[src/rtl/store_buffer_if.sv]
// ============================================================================
// store_buffer_if : CPU-side and memory-side signal bundle for store_buffer
// Revision 1.0 - initial release
// ============================================================================
`timescale 1ns/1ps
`default_nettype none

interface store_buffer_if #(
   parameter int DEPTH = 4
);
   localparam int CNT_W = $clog2(DEPTH) + 1;

   logic             cpu_we;
   logic [31:0]      cpu_addr;
   logic [31:0]      cpu_wdata;
   logic [3:0]       cpu_wea;
   logic             cpu_flush;
   logic [31:0]      cpu_rdata;
   logic             cpu_stall;
   logic [31:0]      mem_raddr;
   logic [31:0]      mem_rdata;
   logic             mem_wreq;
   logic [31:0]      mem_waddr;
   logic [31:0]      mem_wdata;
   logic [3:0]       mem_wea;
   logic             mem_wack;
   logic [CNT_W-1:0] stb_count;

   // Environment side: core plus data memory
   modport master (
      output cpu_we, cpu_addr, cpu_wdata, cpu_wea, cpu_flush, mem_rdata, mem_wack,
      input  cpu_rdata, cpu_stall, mem_raddr, mem_wreq, mem_waddr, mem_wdata, mem_wea, stb_count
   );

   // Store buffer side
   modport slave (
      input  cpu_we, cpu_addr, cpu_wdata, cpu_wea, cpu_flush, mem_rdata, mem_wack,
      output cpu_rdata, cpu_stall, mem_raddr, mem_wreq, mem_waddr, mem_wdata, mem_wea, stb_count
   );
endinterface

`default_nettype wire

[src/rtl/store_buffer.sv]
// ============================================================================
// store_buffer : DEPTH-entry circular store buffer between core and data memory
//                with fence drain; store-to-load forwarding under STB_FORWARD_EN.
// Revision 1.0 - initial release
// ============================================================================
`timescale 1ns/1ps
`default_nettype none

module store_buffer #(
   parameter int DEPTH = 4
) (
   input  logic          clk,
   input  logic          reset,
   store_buffer_if.slave bus
);
   localparam int PTR_W = $clog2(DEPTH);
   localparam int CNT_W = PTR_W + 1;

   typedef enum logic [1:0] {
      IDLE  = 2'd0,
      DRAIN = 2'd1,
      FLUSH = 2'd2
   } state_t;

   state_t           state_q, state_d;
   logic [PTR_W-1:0] head_q, head_d;
   logic [PTR_W-1:0] tail_q, tail_d;
   logic [CNT_W-1:0] count_q, count_d;
   logic [DEPTH-1:0] valid_q, valid_d;

   logic [29:0]      addr_q [DEPTH];
   logic [31:0]      data_q [DEPTH];
   logic [3:0]       wea_q  [DEPTH];

   logic             not_empty;
   logic             full;
   logic             flush_req;
   logic             hazard;
   logic             stall;
   logic             enq;
   logic             pop;
   logic [DEPTH-1:0] match;

   always_comb begin
      for (int i = 0; i < DEPTH; i++) begin
         match[i] = valid_q[i] && (addr_q[i] == bus.cpu_addr[31:2]);
      end
   end

   assign not_empty = (count_q != '0);
   assign full      = (count_q == CNT_W'(DEPTH));
   assign flush_req = bus.cpu_flush && not_empty;

`ifdef STB_FORWARD_EN
   assign hazard = 1'b0;
`else
   // Without forwarding a load to a buffered address must wait for the drain.
   assign hazard = !bus.cpu_we && (|match);
`endif

   assign stall = (state_q == FLUSH) || flush_req || (bus.cpu_we && full) || hazard;
   assign enq   = bus.cpu_we && !stall && (bus.cpu_wea != 4'b0000);
   assign pop   = not_empty && bus.mem_wack;

   always_comb begin
      head_d  = head_q;
      tail_d  = tail_q;
      count_d = count_q;
      valid_d = valid_q;
      state_d = state_q;

      // enq and pop never target the same slot: empty blocks pop, full blocks enq
      if (enq) begin
         valid_d[tail_q] = 1'b1;
         tail_d          = tail_q + 1'b1;
      end
      if (pop) begin
         valid_d[head_q] = 1'b0;
         head_d          = head_q + 1'b1;
      end

      unique case ({enq, pop})
         2'b10:   count_d = count_q + 1'b1;
         2'b01:   count_d = count_q - 1'b1;
         default: count_d = count_q;
      endcase

      if (flush_req && (count_d != '0)) begin
         state_d = FLUSH;
      end else begin
         unique case (state_q)
            IDLE:    if (enq)              state_d = DRAIN;
            DRAIN:   if (count_d == '0)    state_d = IDLE;
            FLUSH:   if (count_d == '0)    state_d = IDLE;
            default:                       state_d = IDLE;
         endcase
      end
   end

   always_ff @(posedge clk or negedge reset) begin
      if (!reset) begin
         state_q <= IDLE;
         head_q  <= '0;
         tail_q  <= '0;
         count_q <= '0;
         valid_q <= '0;
      end else begin
         state_q <= state_d;
         head_q  <= head_d;
         tail_q  <= tail_d;
         count_q <= count_d;
         valid_q <= valid_d;
      end
   end

   // Payload storage needs no reset: the valid bits and count qualify it.
   always_ff @(posedge clk) begin
      if (enq) begin
         addr_q[tail_q] <= bus.cpu_addr[31:2];
         data_q[tail_q] <= bus.cpu_wdata;
         wea_q[tail_q]  <= bus.cpu_wea;
      end
   end

`ifdef STB_FORWARD_EN
   logic [31:0]      fwd_data;
   logic [PTR_W-1:0] idx;

   // Walk oldest to youngest so younger matching bytes overwrite older ones.
   always_comb begin
      fwd_data = bus.mem_rdata;
      idx      = '0;
      for (int k = 0; k < DEPTH; k++) begin
         idx = head_q + PTR_W'(k);
         if (match[idx]) begin
            for (int b = 0; b < 4; b++) begin
               if (wea_q[idx][b]) begin
                  fwd_data[8*b +: 8] = data_q[idx][8*b +: 8];
               end
            end
         end
      end
   end

   assign bus.cpu_rdata = fwd_data;
`else
   assign bus.cpu_rdata = bus.mem_rdata;
`endif

   assign bus.cpu_stall = stall;
   assign bus.mem_raddr = bus.cpu_addr;
   assign bus.mem_wreq  = not_empty;
   assign bus.mem_waddr = not_empty ? {addr_q[head_q], 2'b00} : 32'd0;
   assign bus.mem_wdata = not_empty ? data_q[head_q] : 32'd0;
   assign bus.mem_wea   = not_empty ? wea_q[head_q] : 4'd0;
   assign bus.stb_count = count_q;

endmodule

`default_nettype wire

[src/flat_wrapper.sv]
// flat-port wrapper written by rule: the top's interface ports become plain ports
module store_buffer_flat 
#(
   parameter int DEPTH = 4
)
  (clk, reset, bus_cpu_we, bus_cpu_addr, bus_cpu_wdata, bus_cpu_wea, bus_cpu_flush, bus_mem_rdata, bus_mem_wack, bus_cpu_rdata, bus_cpu_stall, bus_mem_raddr, bus_mem_wreq, bus_mem_waddr, bus_mem_wdata, bus_mem_wea, bus_stb_count);
  store_buffer_if #(.DEPTH(DEPTH)) bus_i ();
  input  logic clk;
  input  logic reset;
  input wire logic [$bits(bus_i.cpu_we)-1:0] bus_cpu_we;
  input wire logic [$bits(bus_i.cpu_addr)-1:0] bus_cpu_addr;
  input wire logic [$bits(bus_i.cpu_wdata)-1:0] bus_cpu_wdata;
  input wire logic [$bits(bus_i.cpu_wea)-1:0] bus_cpu_wea;
  input wire logic [$bits(bus_i.cpu_flush)-1:0] bus_cpu_flush;
  input wire logic [$bits(bus_i.mem_rdata)-1:0] bus_mem_rdata;
  input wire logic [$bits(bus_i.mem_wack)-1:0] bus_mem_wack;
  output wire logic [$bits(bus_i.cpu_rdata)-1:0] bus_cpu_rdata;
  output wire logic [$bits(bus_i.cpu_stall)-1:0] bus_cpu_stall;
  output wire logic [$bits(bus_i.mem_raddr)-1:0] bus_mem_raddr;
  output wire logic [$bits(bus_i.mem_wreq)-1:0] bus_mem_wreq;
  output wire logic [$bits(bus_i.mem_waddr)-1:0] bus_mem_waddr;
  output wire logic [$bits(bus_i.mem_wdata)-1:0] bus_mem_wdata;
  output wire logic [$bits(bus_i.mem_wea)-1:0] bus_mem_wea;
  output wire logic [$bits(bus_i.stb_count)-1:0] bus_stb_count;
  assign bus_i.cpu_we = bus_cpu_we;
  assign bus_i.cpu_addr = bus_cpu_addr;
  assign bus_i.cpu_wdata = bus_cpu_wdata;
  assign bus_i.cpu_wea = bus_cpu_wea;
  assign bus_i.cpu_flush = bus_cpu_flush;
  assign bus_i.mem_rdata = bus_mem_rdata;
  assign bus_i.mem_wack = bus_mem_wack;
  assign bus_cpu_rdata = bus_i.cpu_rdata;
  assign bus_cpu_stall = bus_i.cpu_stall;
  assign bus_mem_raddr = bus_i.mem_raddr;
  assign bus_mem_wreq = bus_i.mem_wreq;
  assign bus_mem_waddr = bus_i.mem_waddr;
  assign bus_mem_wdata = bus_i.mem_wdata;
  assign bus_mem_wea = bus_i.mem_wea;
  assign bus_stb_count = bus_i.stb_count;
  store_buffer #(.DEPTH(DEPTH)) u_core (.clk(clk), .reset(reset), .bus(bus_i));
endmodule
[config.mk]
export PLATFORM = sky130hd
export DESIGN_NAME = store_buffer_flat
export DESIGN_NICKNAME = d
export VERILOG_FILES = /design/src/rtl/store_buffer_if.sv /design/src/rtl/store_buffer.sv /design/src/flat_wrapper.sv
export SDC_FILE = /design/constraint.sdc
export NUM_CORES = 1
export LEC_CHECK = 0
export CORE_MARGIN = 8
export CORE_UTILIZATION = 52
export DETAILED_ROUTE_END_ITERATION = 16
export GPL_TIMING_DRIVEN = 0
export PLACE_DENSITY = 0.8
export SYNTH_ARGS = -nofsm -noshare
export SYNTH_HDL_FRONTEND = slang
export SYNTH_SLANG_ARGS = --single-unit
[constraint.sdc]
create_clock -name clk -period 3.1 [get_ports clk]
set_clock_uncertainty 0.05 [all_clocks]
set_input_delay 0.465 -clock clk [delete_from_list [all_inputs] [get_ports clk]]
set_output_delay 0.465 -clock clk [all_outputs]
set_load 0.01 [all_outputs]
After elaboration in Yosys (flattened, before gate mapping)
Memories as Yosys holds them, arrays and structs flattened.
Cells that the tools add are included.
- bitwise operators: 3
- multiplexer cells: 16
- eq/ne operators: 11
- reductions and logical operators: 26
- $lt $le $gt $ge: 4
- $add $sub $neg: 4
- operators by type and width (cell ; count):
    == test 30 bit ; 4
    two-way mux 32 bit ; 2
    logical AND 1 bit ; 13
    two-way mux 4 bit ; 3
    < comparator 2 x 3 -> 1 bit, second input constant ; 2
    two-way mux 2 bit ; 3
    != test 3 x 1 -> 1 bit, second input constant ; 2
    case mux 3 bit (2 select lines) ; 1
    nonzero test 3 bit ; 2
    adder 2 x 1 -> 2 bit, second input constant ; 2
    AND 4 bit ; 1
    demux 1 bit (select 2 bit) ; 2
    == test 2 x 1 -> 1 bit, second input constant ; 2
    == test 2 bit, second input constant ; 2
    >= comparator 2 x 1 -> 1 bit, second input constant ; 2
    two-way mux 1 bit ; 4
    NOT 4 bit ; 1
    OR 4 bit ; 1
    case mux 2 bit (2 select lines) ; 1
    nonzero test 4 bit ; 1
    OR reduction 4 bit ; 1
    adder 3 x 1 -> 3 bit, second input constant ; 1
    == test 3 bit, second input constant ; 1
    zero test 3 bit ; 1
    other kinds (6) ; 9
- output and inout bits: 137
- flip-flop bits (word level): 13
- bits of input ports: 105
- logic and storage cells: 72
- memory bits (writable): 264
- memories: 3
- memories (memory ; words ; width ; read ports ; clocked after memory_dff ; write ports ; line ; text):
    u_core.data_q ; 4 ; 32 ; 1 ; 0 ; 1 ; store_buffer.sv:32 ; logic [31:0] data_q [DEPTH];
    u_core.addr_q ; 4 ; 30 ; 5 ; 0 ; 1 ; store_buffer.sv:31 ; logic [29:0] addr_q [DEPTH];
    u_core.wea_q ; 4 ; 4 ; 1 ; 0 ; 1 ; store_buffer.sv:33 ; logic [3:0] wea_q [DEPTH];

Depth between registers and ports, before layout
Gate-level depths: netlist (run 1).
- depth in word-level cells: 14
- depth in mapped cells: 14
- mapped depth without buffers: 13

Worst setup path after synthesis (run 1)
Ideal clock, no wire load.
- kind: reg2reg
- from: register u_core.count_q[0] (netlist: u_core.bus.stb_count[0])
- to: register u_core.state_q[0]
- required time: 2.972 ns
- path slack: 0.184 ns
- library setup time: 0.078 ns
- stages on the path, launching flop included: 15
- arrival: 2.788 ns
- cells stage by stage: dfrtp_1 or3_1 buf_2 o21a_4 nor3_4 inv_1 ha_1 inv_1 fa_1 xor2_1 nor2_1 xor2_1 o311ai_0 o21ai_0 a21oi_1
- cells in the longest elaborated chain, start to end: 14
- elaborated cells between the ends (all ways): 23
- classes of those cells: add/sub (2); eq/ne (5); mux (2); reduce/logical (14)
- ends and longest elaborated chain (element ; line ; text):
    start: declaration ; store_buffer.sv:28 ; logic [CNT_W-1:0] count_q, count_d;
    start signal: assignment ; store_buffer.sv:111 ; count_q <= count_d;
    nonzero test 3 bit ; store_buffer.sv:50 ; assign not_empty = (count_q != '0);
    logical AND 1 bit ; store_buffer.sv:52 ; assign flush_req = bus.cpu_flush && not_empty;
    logical OR 1 bit (3 in a row) ; store_buffer.sv:61 ; assign stall = (state_q == FLUSH) || flush_req || (bus.cpu_we && full) || hazard;
    zero test 1 bit ; store_buffer.sv:62 ; assign enq = bus.cpu_we && !stall && (bus.cpu_wea != 4'b0000);
    logical AND 1 bit (2 in a row) ; store_buffer.sv:62 ;
    == test 2 x 1 -> 1 bit or == test 2 bit (tied branches) ; store_buffer.sv:82 ; unique case ({enq, pop})
    case mux 3 bit (2 select lines) (*) ; store_buffer.sv:82 ;
    named net u_core.count_d[2] ; store_buffer.sv:28 ;
    nonzero test 3 bit ; store_buffer.sv:88 ; if (flush_req && (count_d != '0)) begin
    logical AND 1 bit ; store_buffer.sv:88 ;
    != test 3 x 1 -> 1 bit (no source line) ; n/a ;
    AND reduction 2 bit (no source line) ; n/a ;
    end signal: assignment ; store_buffer.sv:108 ; state_q <= state_d;
    end: declaration ; store_buffer.sv:25 ; state_t state_q, state_d;
The timed path passes the listed nets; every way through them passes the cells marked *.
A chain may end at the register's enable or synchronous reset.

Final worst setup path (run 1)
- from: register u_core.head_q[0]
- to: output bus_mem_waddr[25]
- cells in the longest elaborated chain, start to end: 2
- ends and longest elaborated chain (element ; line ; text):
    start: declaration ; store_buffer.sv:26 ; logic [PTR_W-1:0] head_q, head_d;
    start signal: assignment ; store_buffer.sv:103 ; head_q <= '0;
    start signal: assignment ; store_buffer.sv:109 ; head_q <= head_d;
    memory (4 x 30 bit) ; n/a ;
    two-way mux 32 bit ; store_buffer.sv:153 ; assign bus.mem_waddr = not_empty ? {addr_q[head_q], 2'b00} : 32'd0;
    end: declaration ; flat_wrapper.sv:21 ; output wire logic [$bits(bus_i.mem_waddr)-1:0] bus_mem_waddr;
No other way between the ends.

==> results of run 1 <==
==> routing by layer <==
metal / track usage / vias to the layer above / share of wire
li1: - / 3162 / -
met1: 0.255 / 3577 / 0.39
met2: 0.339 / 325 / 0.49
met3: 0.0487 / 58 / 0.099
met4: 0.0541 / 0 / 0.026
met5: 0 / - / 0
==> cell families after synthesis <==
kind of cell | synth area share
muxes | 0.119
and+or+nand+nor | 0.0611
buffers and inverters | 0.0525
adders and majority gates | 0.0125
xor gates and xnor gates | 0.0871
AOI/OAI and AO/OA | 0.0108
DFF | 0.657
other | 0.000298
==> where the power goes <==
group          leakage, nW  switching (mW)  internal, mW
combinational         2.82            2.27          2.80
sequential            2.54           0.173          4.46
clock                0.401            1.30          1.77
==> registers in the layout (all words and copies together), names as in the netlist <==
name / count
u_core.data_q: 128
u_core.tail_q: 2
u_core.valid_q: 4
u_core.addr_q: 120
u_core.wea_q: 16
u_core.bus.stb_count: 3
u_core.state_q: 2
u_core.head_q: 2
==> cell type report <==
class / count / area share
well taps: 324 / 0.0249
clock inverters: 9 / 0.00424
multi-input cells: 341 / 0.235
clock buffers: 37 / 0.0465
inverters: 10 / 0.00231
flip-flops and latches: 277 / 0.508
plain buffers: 95 / 0.0484
repair buffers: 212 / 0.131
==> stage by stage <==
step / cells / TNS, ns / instance area, um^2 / setup WS (ns) / utilization
after floorplan: 725 / 0 / 12600 / 0.184 / -
after global placement: 1254 / -51.89 / 15000 / -0.834 / 0.625
after detailed placement: 1254 / -51.20 / 15000 / -0.823 / 0.625
after CTS: 1303 / 0 / 16100 / 0.00668 / 0.671
after global routing: 1305 / -0.0436 / 16200 / -0.0329 / 0.676
final: 1305 / 0 / 16200 / 0.0732 / 0.676
==> repair_timing <==
action                                  CTS  global route
endpoints found under the setup margin   70            47
resized for setup                       108            40
setup buffers                             5             2
pin swaps                                 5             5
==> worst max path at each step <==
stage / end / cells after the start / startpoint / slack [ns]
floorplan: u_core.state_q[0]$_DFFE_PN0P_ / 14 / u_core.bus.stb_count[0]$_DFF_PN0_ / 0.18
global placement: bus_cpu_stall / 9 / bus_cpu_addr[16] / -0.83
detailed placement: bus_cpu_stall / 9 / bus_cpu_addr[16] / -0.82
CTS: bus_mem_waddr[14] / 6 / u_core.bus.stb_count[1]$_DFF_PN0_ / 0.007
global route: u_core.state_q[0]$_DFFE_PN0P_ / 14 / u_core.bus.stb_count[1]$_DFF_PN0_ / -0.03
finish: bus_mem_waddr[25] / 5 / u_core.head_q[0]$_DFFE_PN0N_ / 0.07
==> placed cells by master, fill, tap and decap left out, drive strengths merged, types with 7 or more instances in the layout <==
| master | instances |
|---|---|
| clkbuf | 56 |
| dfrtp | 13 |
| ha | 11 |
| clkinv | 7 |
| nor4 | 16 |
| inv | 10 |
| dlymetal6s2s | 22 |
| and2 | 71 |
| dlygate4sd2 | 30 |
| mux4 | 66 |
| clkdlybuf4s50 | 151 |
| edfxtp | 264 |
| nand4 | 24 |
| xor2 | 46 |
| buf | 84 |
| xnor2 | 79 |
==> reports/metrics.csv, run 1 <==
stage;metric;value;unit
global_routing;grt_overflow_total;0;
yosys;syn_area_per_cell;17.4;um^2
yosys;async_flop_share;0.0469;
placed_design;place.gp.congestion;0.844;
clock_network;clk_pin_slew;0.06;ns
clock_network;numCtsBuffers;28;
critical_path;crit_fanout;10;
sta;whs;0.266;ns
clock_network;cts_sinks;277;
critical_path;crit_family;buffers and inverters;
placed_design;portBuffers;205;
global_routing;antenna_found_initial;0;
cells_and_area;multi_input_area;0.00382;mm^2
critical_path;path_common_cell;buf_12;
clock_network;cts_root_buffer;clkbuf_16;
yosys;yosysTopAreaCellShare;0.631;
floorplan;pin_count;242;
sta;hold_violations;0;
clock_network;htreeDepth;1;
run_status;status;complete, no violations;
critical_path;critPathKind;flop to output pin;
critical_path;slowest_delay;0.50;ns
placed_design;dp_hpwl;19600;um
critical_path;r2r-end;u_core.state_q[0]$_DFFE_PN0P_;
clock_network;cts_tree;yes;
sta;relSlewSlack;0.258;
power_and_ir_drop;peakVddDrop;0.555;mV
floorplan;die_h;171;um
routing;drc;0;
routing;drt_iter0_drc;466;
critical_path;crit_chain;buf_12, buf_12, mux4_2, and2_1, clkdlybuf4s50_1;
global_routing;grt_usage;0.200;
routing;ant_nets;0;
floorplan;start_util;0.523;
routing;viasPerCell;5.46;
power_and_ir_drop;p_leak;5.76;nW
yosys;synth_warnings;0;
cells_and_area;n_fill_cell;1610;
yosys;synth_ff_type;edfxtp_1;
floorplan;core_area;0.0240;mm^2
routing;drt-pass1-iter-count;5;
power_and_ir_drop;cellPowerDensity;786;mW/mm^2
critical_path;critPathBufInv;3;
sta;setup_violations;0;
yosys;yosys.area.top_type;edfxtp_1;
critical_path;required;2.58;ns
cells_and_area;final_layout_size_suffix_gt1_frac;0.242;
critical_path;r2r_slack;0.13;ns
global_routing;grt_pass1_wl;44400;um
yosys;synthTopCellsByCount;edfxtp_1, xnor2_1, and2_1;
cells_and_area;nNetsFinal;1082;
yosys;netlist_instances;724;
yosys;synth-edff-count;264;
floorplan;die_area;0.0294;mm^2
sta;fin_crit_sh;0.976;
cells_and_area;seq_area;0.00826;mm^2
cells_and_area;syn2layout_area_growth;29.3;%
sta;fmax;0.330;GHz
yosys;yosysMostFrequentCell;edfxtp_1;
floorplan;fp.dieW;171;um
routing;wl_per_cell;22.7;um
hold_path;hold_path.class;input pin to asynchronous set/reset pin;
critical_path;r2r_cells;14;
critical_path;end_kind;output pin;
sta;tightest_slew;1.11;ns
power_and_ir_drop;power;12.8;mW
critical_path;r2r-start;u_core.bus.stb_count[1]$_DFF_PN0_;
clock_network;cts.hold.buffers_added;0;
cells_and_area;n_antenna_cell;0;
sta;report.final.slew_viol_count;0;
clock_network;clk_latency;0.53;ns
critical_path;critPathLaunchType;flop;
yosys;synth.cell_area;0.0126;mm^2
clock_network;cts.path.max_buffers;3;
critical_path;crit_arrival;2.51;ns
critical_path;cp_slowest_cell;dfrtp_2;
global_routing;grt_start_max_net_pins;68;
yosys;synth_seq_area_share;0.657;
sta;rsz0062_at_grt;true;
yosys;ys_seq_elements;277;
run;cap_violations;0;
floorplan;rows;57;
yosys;synth_cell_type_count;34;
routing;via_count;7122;
yosys;ys_top_cells_by_area;edfxtp_1, mux4_2, xnor2_1;
global_routing;grt_pass1_vias;7580;
routing;finalWirelength;29600;um
sta;finalCriticalPeriod;3.03;ns
No activity file was read; power rests on OpenSTA's default activity.
==> run 2: changes to the inputs <==
Settings changed: CELL_PAD_IN_SITES_DETAIL_PLACEMENT set to 1, CELL_PAD_IN_SITES_GLOBAL_PLACEMENT set to 1, CORE_UTILIZATION 52 to 44, PLACE_DENSITY 0.8 to not set, PLACE_DENSITY_LB_ADDON set to 0.1, SLEW_MARGIN set to 30.
==> reports/metrics.csv, run 2 (same netlist as run 1, synthesis figures left out) <==
stage;metric;value;unit;change
cells_and_area;final_layout_size_suffix_gt1_frac;0.260;;+0.0187
critical_path;crit_arrival;2.52;ns;about the same
global_routing;antenna_found_initial;1;;+1
hold_path;hold_path.class;input pin to flop;;
routing;viasPerCell;5.21;;-4.5%
sta;rsz0062_at_grt;true;;
clock_network;cts_root_buffer;clkbuf_16;;
global_routing;grt_overflow_total;0;;unchanged
critical_path;slowest_delay;0.44;ns;-0.06 ns
cells_and_area;nNetsFinal;1090;;+0.74%
critical_path;crit_chain;xnor2_2, nand4_1, nor4_4, nand4_1, a41oi_2, or3_1, buf_2;;
sta;report.final.slew_viol_count;0;;unchanged
critical_path;path_common_cell;nand4_1;;
critical_path;r2r-end;u_core.state_q[1]$_DFFE_PN0P_;;
placed_design;place_worst_setup_slack;-0.927;ns;-0.104 ns
run_status;status;complete, no violations;;
critical_path;crit_fanout;2;;-8
routing;wl_met2;17000;um;+17%
hold_path;hold_path_depth;1;;
floorplan;die_area;0.0342;mm^2;+16%
floorplan;fp.dieW;185;um;+7.9%
sta;relSlewSlack;0.585;;+0.327
floorplan;die_h;185;um;+7.9%
placed_design;place.gp.congestion;0.840;;-0.47%
critical_path;cp_slowest_cell;edfxtp_1;;
power_and_ir_drop;p_leak;5.74;nW;-0.37%
floorplan;pin_count;242;;unchanged
clock_network;clk_pin_slew;0.06;ns;about the same
clock_network;cts.path.max_buffers;3;;unchanged
placed_design;portBuffers;205;;unchanged
cells_and_area;final_common_cell;edfxtp_1;;
critical_path;critPathKind;flop to output pin;;
cells_and_area;reg_top3;u_core.data_q: 128 flops, u_core.addr_q: 120 flops, u_core.wea_q: 16 flops;;
routing;drt_iter0_drc;424;;-9.0%
placed_design;dp_hpwl;23400;um;+20%
routing;ant_nets;0;;unchanged
floorplan;rows;62;;+8.8%
global_routing;grt_start_max_net_pins;37;;-46%
routing;top_layer;met5;;
floorplan;start_util;0.443;;-0.0803
sta;hold_violations;0;;unchanged
cells_and_area;largest_reg_flops;128;;unchanged
clock_network;numCtsBuffers;29;;+3.6%
routing;drt-pass1-iter-count;5;;unchanged
routing;drc;0;;unchanged
critical_path;critPathLaunchType;flop;;
cells_and_area;n_fill_cell;2625;;+63%
clock_network;cts_tree;yes;;
global_routing;grt_pass1_wl;49100;um;+11%
routing;dr_wl_met3;2360;um;-20%
cells_and_area;n_antenna_cell;0;;unchanged
sta;fin_crit_sh;0.978;;+0.00141
cells_and_area;regMostFlops;u_core.data_q;;
clock_network;htreeDepth;1;;unchanged
clock_network;clk_latency;0.53;ns;about the same
hold_path;hp-start;bus_cpu_addr[29];;
clock_network;cts_sinks;277;;unchanged
global_routing;grt_usage;0.191;;-0.00930
global_routing;grt_pass1_vias;7966;;+5.1%
sta;finalCriticalPeriod;3.03;ns;+0.00438 ns
routing;via_count;7187;;+0.91%
cells_and_area;final_cell_mix;edfxtp_1, clkdlybuf4s50_1, buf_4;;
routing;m1WireLength;13500;um;+18%
critical_path;r2r_slack;0.18;ns;+0.05 ns
sta;tightest_slew;0.620;ns;-0.492 ns
sta;fmax;0.330;GHz;-0.14%
cells_and_area;syn2layout_area_growth;32.1;%;
sta;tns;0;ns;unchanged
routing;finalWirelength;33500;um;+13%
sta;setup_violations;0;;unchanged
power_and_ir_drop;peakVddDrop;0.644;mV;+16%
run;cap_violations;0;;unchanged
floorplan;core_area;0.0284;mm^2;+18%
critical_path;required;2.58;ns;about the same
power_and_ir_drop;cellPowerDensity;799;mW/mm^2;+1.5%
routing;wl_per_cell;24.3;um;+7.0%
critical_path;r2r_cells;14;;unchanged
sta;layout_setup_ws;0.0688;ns;-0.00438 ns
critical_path;end_kind;output pin;;
critical_path;r2r-start;u_core.bus.stb_count[1]$_DFF_PN0_;;
hold_path;holdPathEnd;u_core.addr_q[2][27]$_DFFE_PP_;;
-- run 2: changes by cell type in the layout (fill, tap and decap cells not counted), moves of 3 or more --
cell / change
buf_12: +7
clkbuf_1: -3
clkbuf_4: -3
clkbuf_8: +6
clkdlybuf4s50_1: +8
dlygate4sd2_1: +12
dlymetal6s2s_1: -21
xnor2_1: -5
xnor2_2: +4
-- run 2: metrics by stage --
| stage | util | area (um^2) | std cells | hold WS, ns | power, mW |
|---|---|---|---|---|---|
| 2_1_floorplan | - | 12600 | 725 | 0.119 | 7.30 |
| 3_3_place_gp | 0.532 | 15100 | 1314 | 0.447 | 9.58 |
| 3_5_place_dp | 0.537 | 15300 | 1321 | 0.480 | 9.73 |
| 4_1_cts | 0.582 | 16500 | 1377 | 0.244 | 13.4 |
| 5_1_grt | 0.585 | 16600 | 1379 | 0.255 | 13.9 |
| 6_report | 0.585 | 16600 | 1379 | 0.258 | 13.3 |
-- run 2: worst max-delay path by stage --
stage,slack [ns],from,cells past startpoint,endpoint
final,0.07,u_core.addr_q[3][14]$_DFFE_PP_,7,bus_cpu_stall
after detailed placement,-0.93,bus_cpu_addr[16],9,bus_cpu_stall
after CTS,0.000002,u_core.head_q[0]$_DFFE_PN0N_,5,bus_mem_wdata[5]
after floorplan,0.18,u_core.bus.stb_count[0]$_DFF_PN0_,14,u_core.state_q[0]$_DFFE_PN0P_
after global placement,-0.91,bus_cpu_addr[16],9,bus_cpu_stall
after global routing,-0.01,u_core.addr_q[3][14]$_DFFE_PP_,7,bus_cpu_stall
-- run 2: area by class of cell --
type	instances	area [um^2]	area share
clock inverter	15	150	0.00904
timing repair buffer	219	2210	0.133
inverter	10	37.5	0.00226
clock buffer	38	800	0.0481
tap	384	480	0.0289
multi-input combinational	341	3880	0.233
sequential	277	8260	0.497
buffer	95	793	0.0478
-- run 2: repair_timing --
action / 4_1_cts / 5_1_grt
setup buffers: 5 / 2
hold buffers: 0 / 0
pin swaps: 13 / 8
endpoints found under the setup margin: 70 / 38
resized for setup: 127 / 23
-- run 2: layer usage --
| layer | global-route usage | up-vias |
|---|---|---|
| li1 | - | 3184 |
| met1 | 0.236 | 3696 |
| met2 | 0.338 | 258 |
| met3 | 0.0410 | 47 |
| met4 | 0.0461 | 2 |
| met5 | 0 | - |
-- run 2: power breakdown --
group	leakage, nW	internal [mW]	total (mW)	switching, mW
clock	0.466	2.05	3.43	1.38
combinational	2.74	2.83	5.20	2.37
sequential	2.54	4.45	4.63	0.183
-- run 2: worst max-delay path: cells and delay by family, from the launching register on --
kind                   cells  cell delay (ns)
AND/OR/NAND/NOR            4             0.95
flip-flops                 1             0.44
AO/OA/AOI/OAI              1             0.26
XOR/XNOR                   1             0.21
buffers and inverters      1             0.13
==> run 3: changes to the inputs <==
Settings changed: CELL_PAD_IN_SITES_DETAIL_PLACEMENT 1 to not set, CELL_PAD_IN_SITES_GLOBAL_PLACEMENT 1 to not set, CORE_ASPECT_RATIO set to 1.2, CORE_UTILIZATION 44 to 60, DONT_BUFFER_PORTS set to 1, PLACE_DENSITY set to 0.76, PLACE_DENSITY_LB_ADDON 0.1 to not set.
==> reports/metrics.csv, run 3 (same netlist as run 1, synthesis figures left out) <==
stage;metric;value;unit;change
cells_and_area;n_fill_cell;1291;;-51%
routing;ant_nets;0;;unchanged
critical_path;critPathLaunchType;flop;;
global_routing;antenna_found_initial;1;;unchanged
placed_design;place_area;0.0130;mm^2;-14%
global_routing;grt_overflow_total;0;;unchanged
clock_network;clk_latency;0.53;ns;about the same
routing;drc;0;;unchanged
clock_network;htreeDepth;1;;unchanged
routing;viasPerCell;6.08;;+17%
critical_path;end_kind;flop;;
cells_and_area;reg_top3;u_core.data_q: 128 flops, u_core.addr_q: 120 flops, u_core.wea_q: 16 flops;;
critical_path;crit_fanout;7;;+5
placed_design;dp_hpwl;19900;um;-15%
clock_network;cts_root_buffer;clkbuf_16;;
routing;finalWirelength;29800;um;-11%
cells_and_area;final_layout_size_suffix_gt1_frac;0.257;;-0.00350
critical_path;required;3.51;ns;+0.93 ns
routing;via_count;6779;;-5.7%
cells_and_area;largest_reg_flops;128;;unchanged
power_and_ir_drop;p_leak;4.88;nW;-15%
cells_and_area;n_antenna_cell;0;;unchanged
sta;relSlewSlack;0.570;;-0.0151
cells_and_area;nNetsFinal;943;;-13%
sta;finalCriticalPeriod;3.02;ns;-0.00945 ns
clock_network;clk_pin_slew;0.06;ns;about the same
sta;report.final.slew_viol_count;0;;unchanged
cells_and_area;regMostFlops;u_core.data_q;;
sta;setup_violations;0;;unchanged
floorplan;pin_count;242;;unchanged
hold_path;hold_path.class;input pin to flop;;
cells_and_area;syn2layout_area_growth;16.7;%;
critical_path;critPathKind;flop to flop;;
cells_and_area;final_cell_mix;edfxtp_1, xnor2_1, buf_4;;
clock_network;cts_tree;yes;;
global_routing;grt_pass1_vias;7242;;-9.1%
clock_network;numCtsBuffers;26;;-10%
critical_path;crit_arrival;3.43;ns;+0.91 ns
run;cap_violations;0;;unchanged
floorplan;core_area;0.0208;mm^2;-27%
sta;fin_crit_sh;0.975;;-0.00305
sta;tightest_slew;0.643;ns;+0.0225 ns
sta;whs;0.0325;ns;-0.226 ns
global_routing;grt_usage;0.225;;+0.0342
global_routing;grt_pass1_wl;44000;um;-10%
cells_and_area;fin_area;0.0147;mm^2;-12%
floorplan;die_h;175;um;-5.7%
power_and_ir_drop;cellPowerDensity;782;mW/mm^2;-2.1%
placed_design;place.gp.congestion;0.920;;+9.5%
floorplan;fp.dieW;148;um;-20%
clock_network;cts.path.max_buffers;3;;unchanged
clock_network;cts_sinks;277;;unchanged
routing;drt_iter0_drc;503;;+19%
run_status;status;complete, no violations;;
cells_and_area;final_common_cell;edfxtp_1;;
routing;wl_per_cell;26.7;um;+10%
placed_design;portBuffers;0;;-100%
floorplan;die_area;0.0259;mm^2;-24%
routing;drt-pass1-iter-count;5;;unchanged
sta;fmax;0.331;GHz;+0.31%
floorplan;rows;58;;-6.5%
floorplan;start_util;0.606;;+0.163
global_routing;grt_start_max_net_pins;40;;+8.1%
power_and_ir_drop;peakVddDrop;0.702;mV;+9.0%
sta;hold_violations;0;;unchanged
-- run 3: cell types whose count changed in the layout (fill, tap and decap cells not counted), moves of 4 or more --
| cell | before | now |
|---|---|---|
| clkinv_2 | 5 | 9 |
| clkbuf_8 | 11 | 0 |
| clkdlybuf4s50_1 | 159 | 0 |
| xnor2_2 | 16 | 1 |
| dlygate4sd3_1 | 0 | 67 |
| nor4_2 | 6 | 2 |
| dlygate4sd2_1 | 42 | 0 |
| clkbuf_1 | 8 | 19 |
| xnor2_1 | 62 | 78 |
| buf_12 | 11 | 4 |
| nor4_1 | 9 | 14 |
-- run 3: final timing paths --
kind                                                         from                                 to  slack, ns  cells past startpoint
max in group asynchronous                                   reset  u_core.bus.stb_count[2]$_DFF_PN0_       2.20                      1
worst min-delay path                                bus_cpu_flush      u_core.state_q[1]$_DFFE_PN0P_       0.03                      2
worst min register to register        u_core.valid_q[3]$_DFF_PN0_        u_core.valid_q[3]$_DFF_PN0_       0.48                      1
worst max register to register  u_core.bus.stb_count[0]$_DFF_PN0_      u_core.state_q[0]$_DFFE_PN0P_       0.08                     14
worst max-delay path            u_core.bus.stb_count[0]$_DFF_PN0_      u_core.state_q[0]$_DFFE_PN0P_       0.08                     14
min in group asynchronous                                   reset        u_core.valid_q[2]$_DFF_PN0_       0.35                      1
-- run 3: per-layer routing --
| metal | routed length [um] | part of all wire | track usage | up-vias |
|---|---|---|---|---|
| li1 | - | - | - | 2891 |
| met5 | 10 | 0.00034 | 0 | - |
| met4 | 1190 | 0.040 | 0.0941 | 2 |
| met1 | 10300 | 0.35 | 0.261 | 3454 |
| met2 | 15400 | 0.52 | 0.388 | 362 |
| met3 | 2830 | 0.095 | 0.0591 | 70 |
-- run 3: what timing repair did --
action | CTS | global route
pin swaps | 1 | 3
gates resized for setup | 14 | 18
endpoints found under the setup margin | 32 | 17
hold buffers | 67 | 0
hold endpoints to repair | 277 | 0
setup buffers | 1 | 1
-- run 3: area by class of cell --
| class | instances | area, um^2 | area share |
|---|---|---|---|
| inverter | 10 | 37.5 | 0.00256 |
| tap | 270 | 338 | 0.0230 |
| sequential | 277 | 8260 | 0.563 |
| timing repair buffer | 75 | 821 | 0.0560 |
| clock inverter | 17 | 159 | 0.0108 |
| clock buffer | 30 | 687 | 0.0468 |
| multi-input combinational | 341 | 3720 | 0.253 |
| buffer | 95 | 648 | 0.0442 |
-- run 3: worst max-delay path, cell delays in order (launching register included) --
cell and delay [ns]:
dfrtp_2 0.47, or3_4 0.38, buf_6 0.15, o21a_4 0.12, nor3_4 0.18, inv_1 0.07
ha_2 0.19, inv_1 0.07, fa_2 0.19, xor2_1 0.14, nor2_1 0.09, xor2_2 0.18
o31a_1 0.32, nand2b_1 0.18, a21oi_2 0.16
-- run 3: power breakdown --
group,switching (mW),internal [mW],leakage (nW)
combinational,2.02,1.63,1.92
sequential,0.204,4.45,2.54
clock,1.33,1.83,0.424
total,3.56,7.91,4.88
-- run 3: through the flow --
stage | cells | setup WS (ns) | total power [mW] | TNS [ns] | util
final | 1115 | 0.0783 | 11.5 | 0 | 0.707
after global placement | 995 | -0.135 | 8.05 | -0.140 | 0.622
after detailed placement | 1001 | -0.320 | 8.19 | -0.482 | 0.629
after CTS | 1115 | 0.00483 | 11.5 | 0 | 0.703
after floorplan | 725 | 0.184 | 7.30 | 0 | -
after global routing | 1115 | -0.0984 | 11.9 | -0.0984 | 0.707
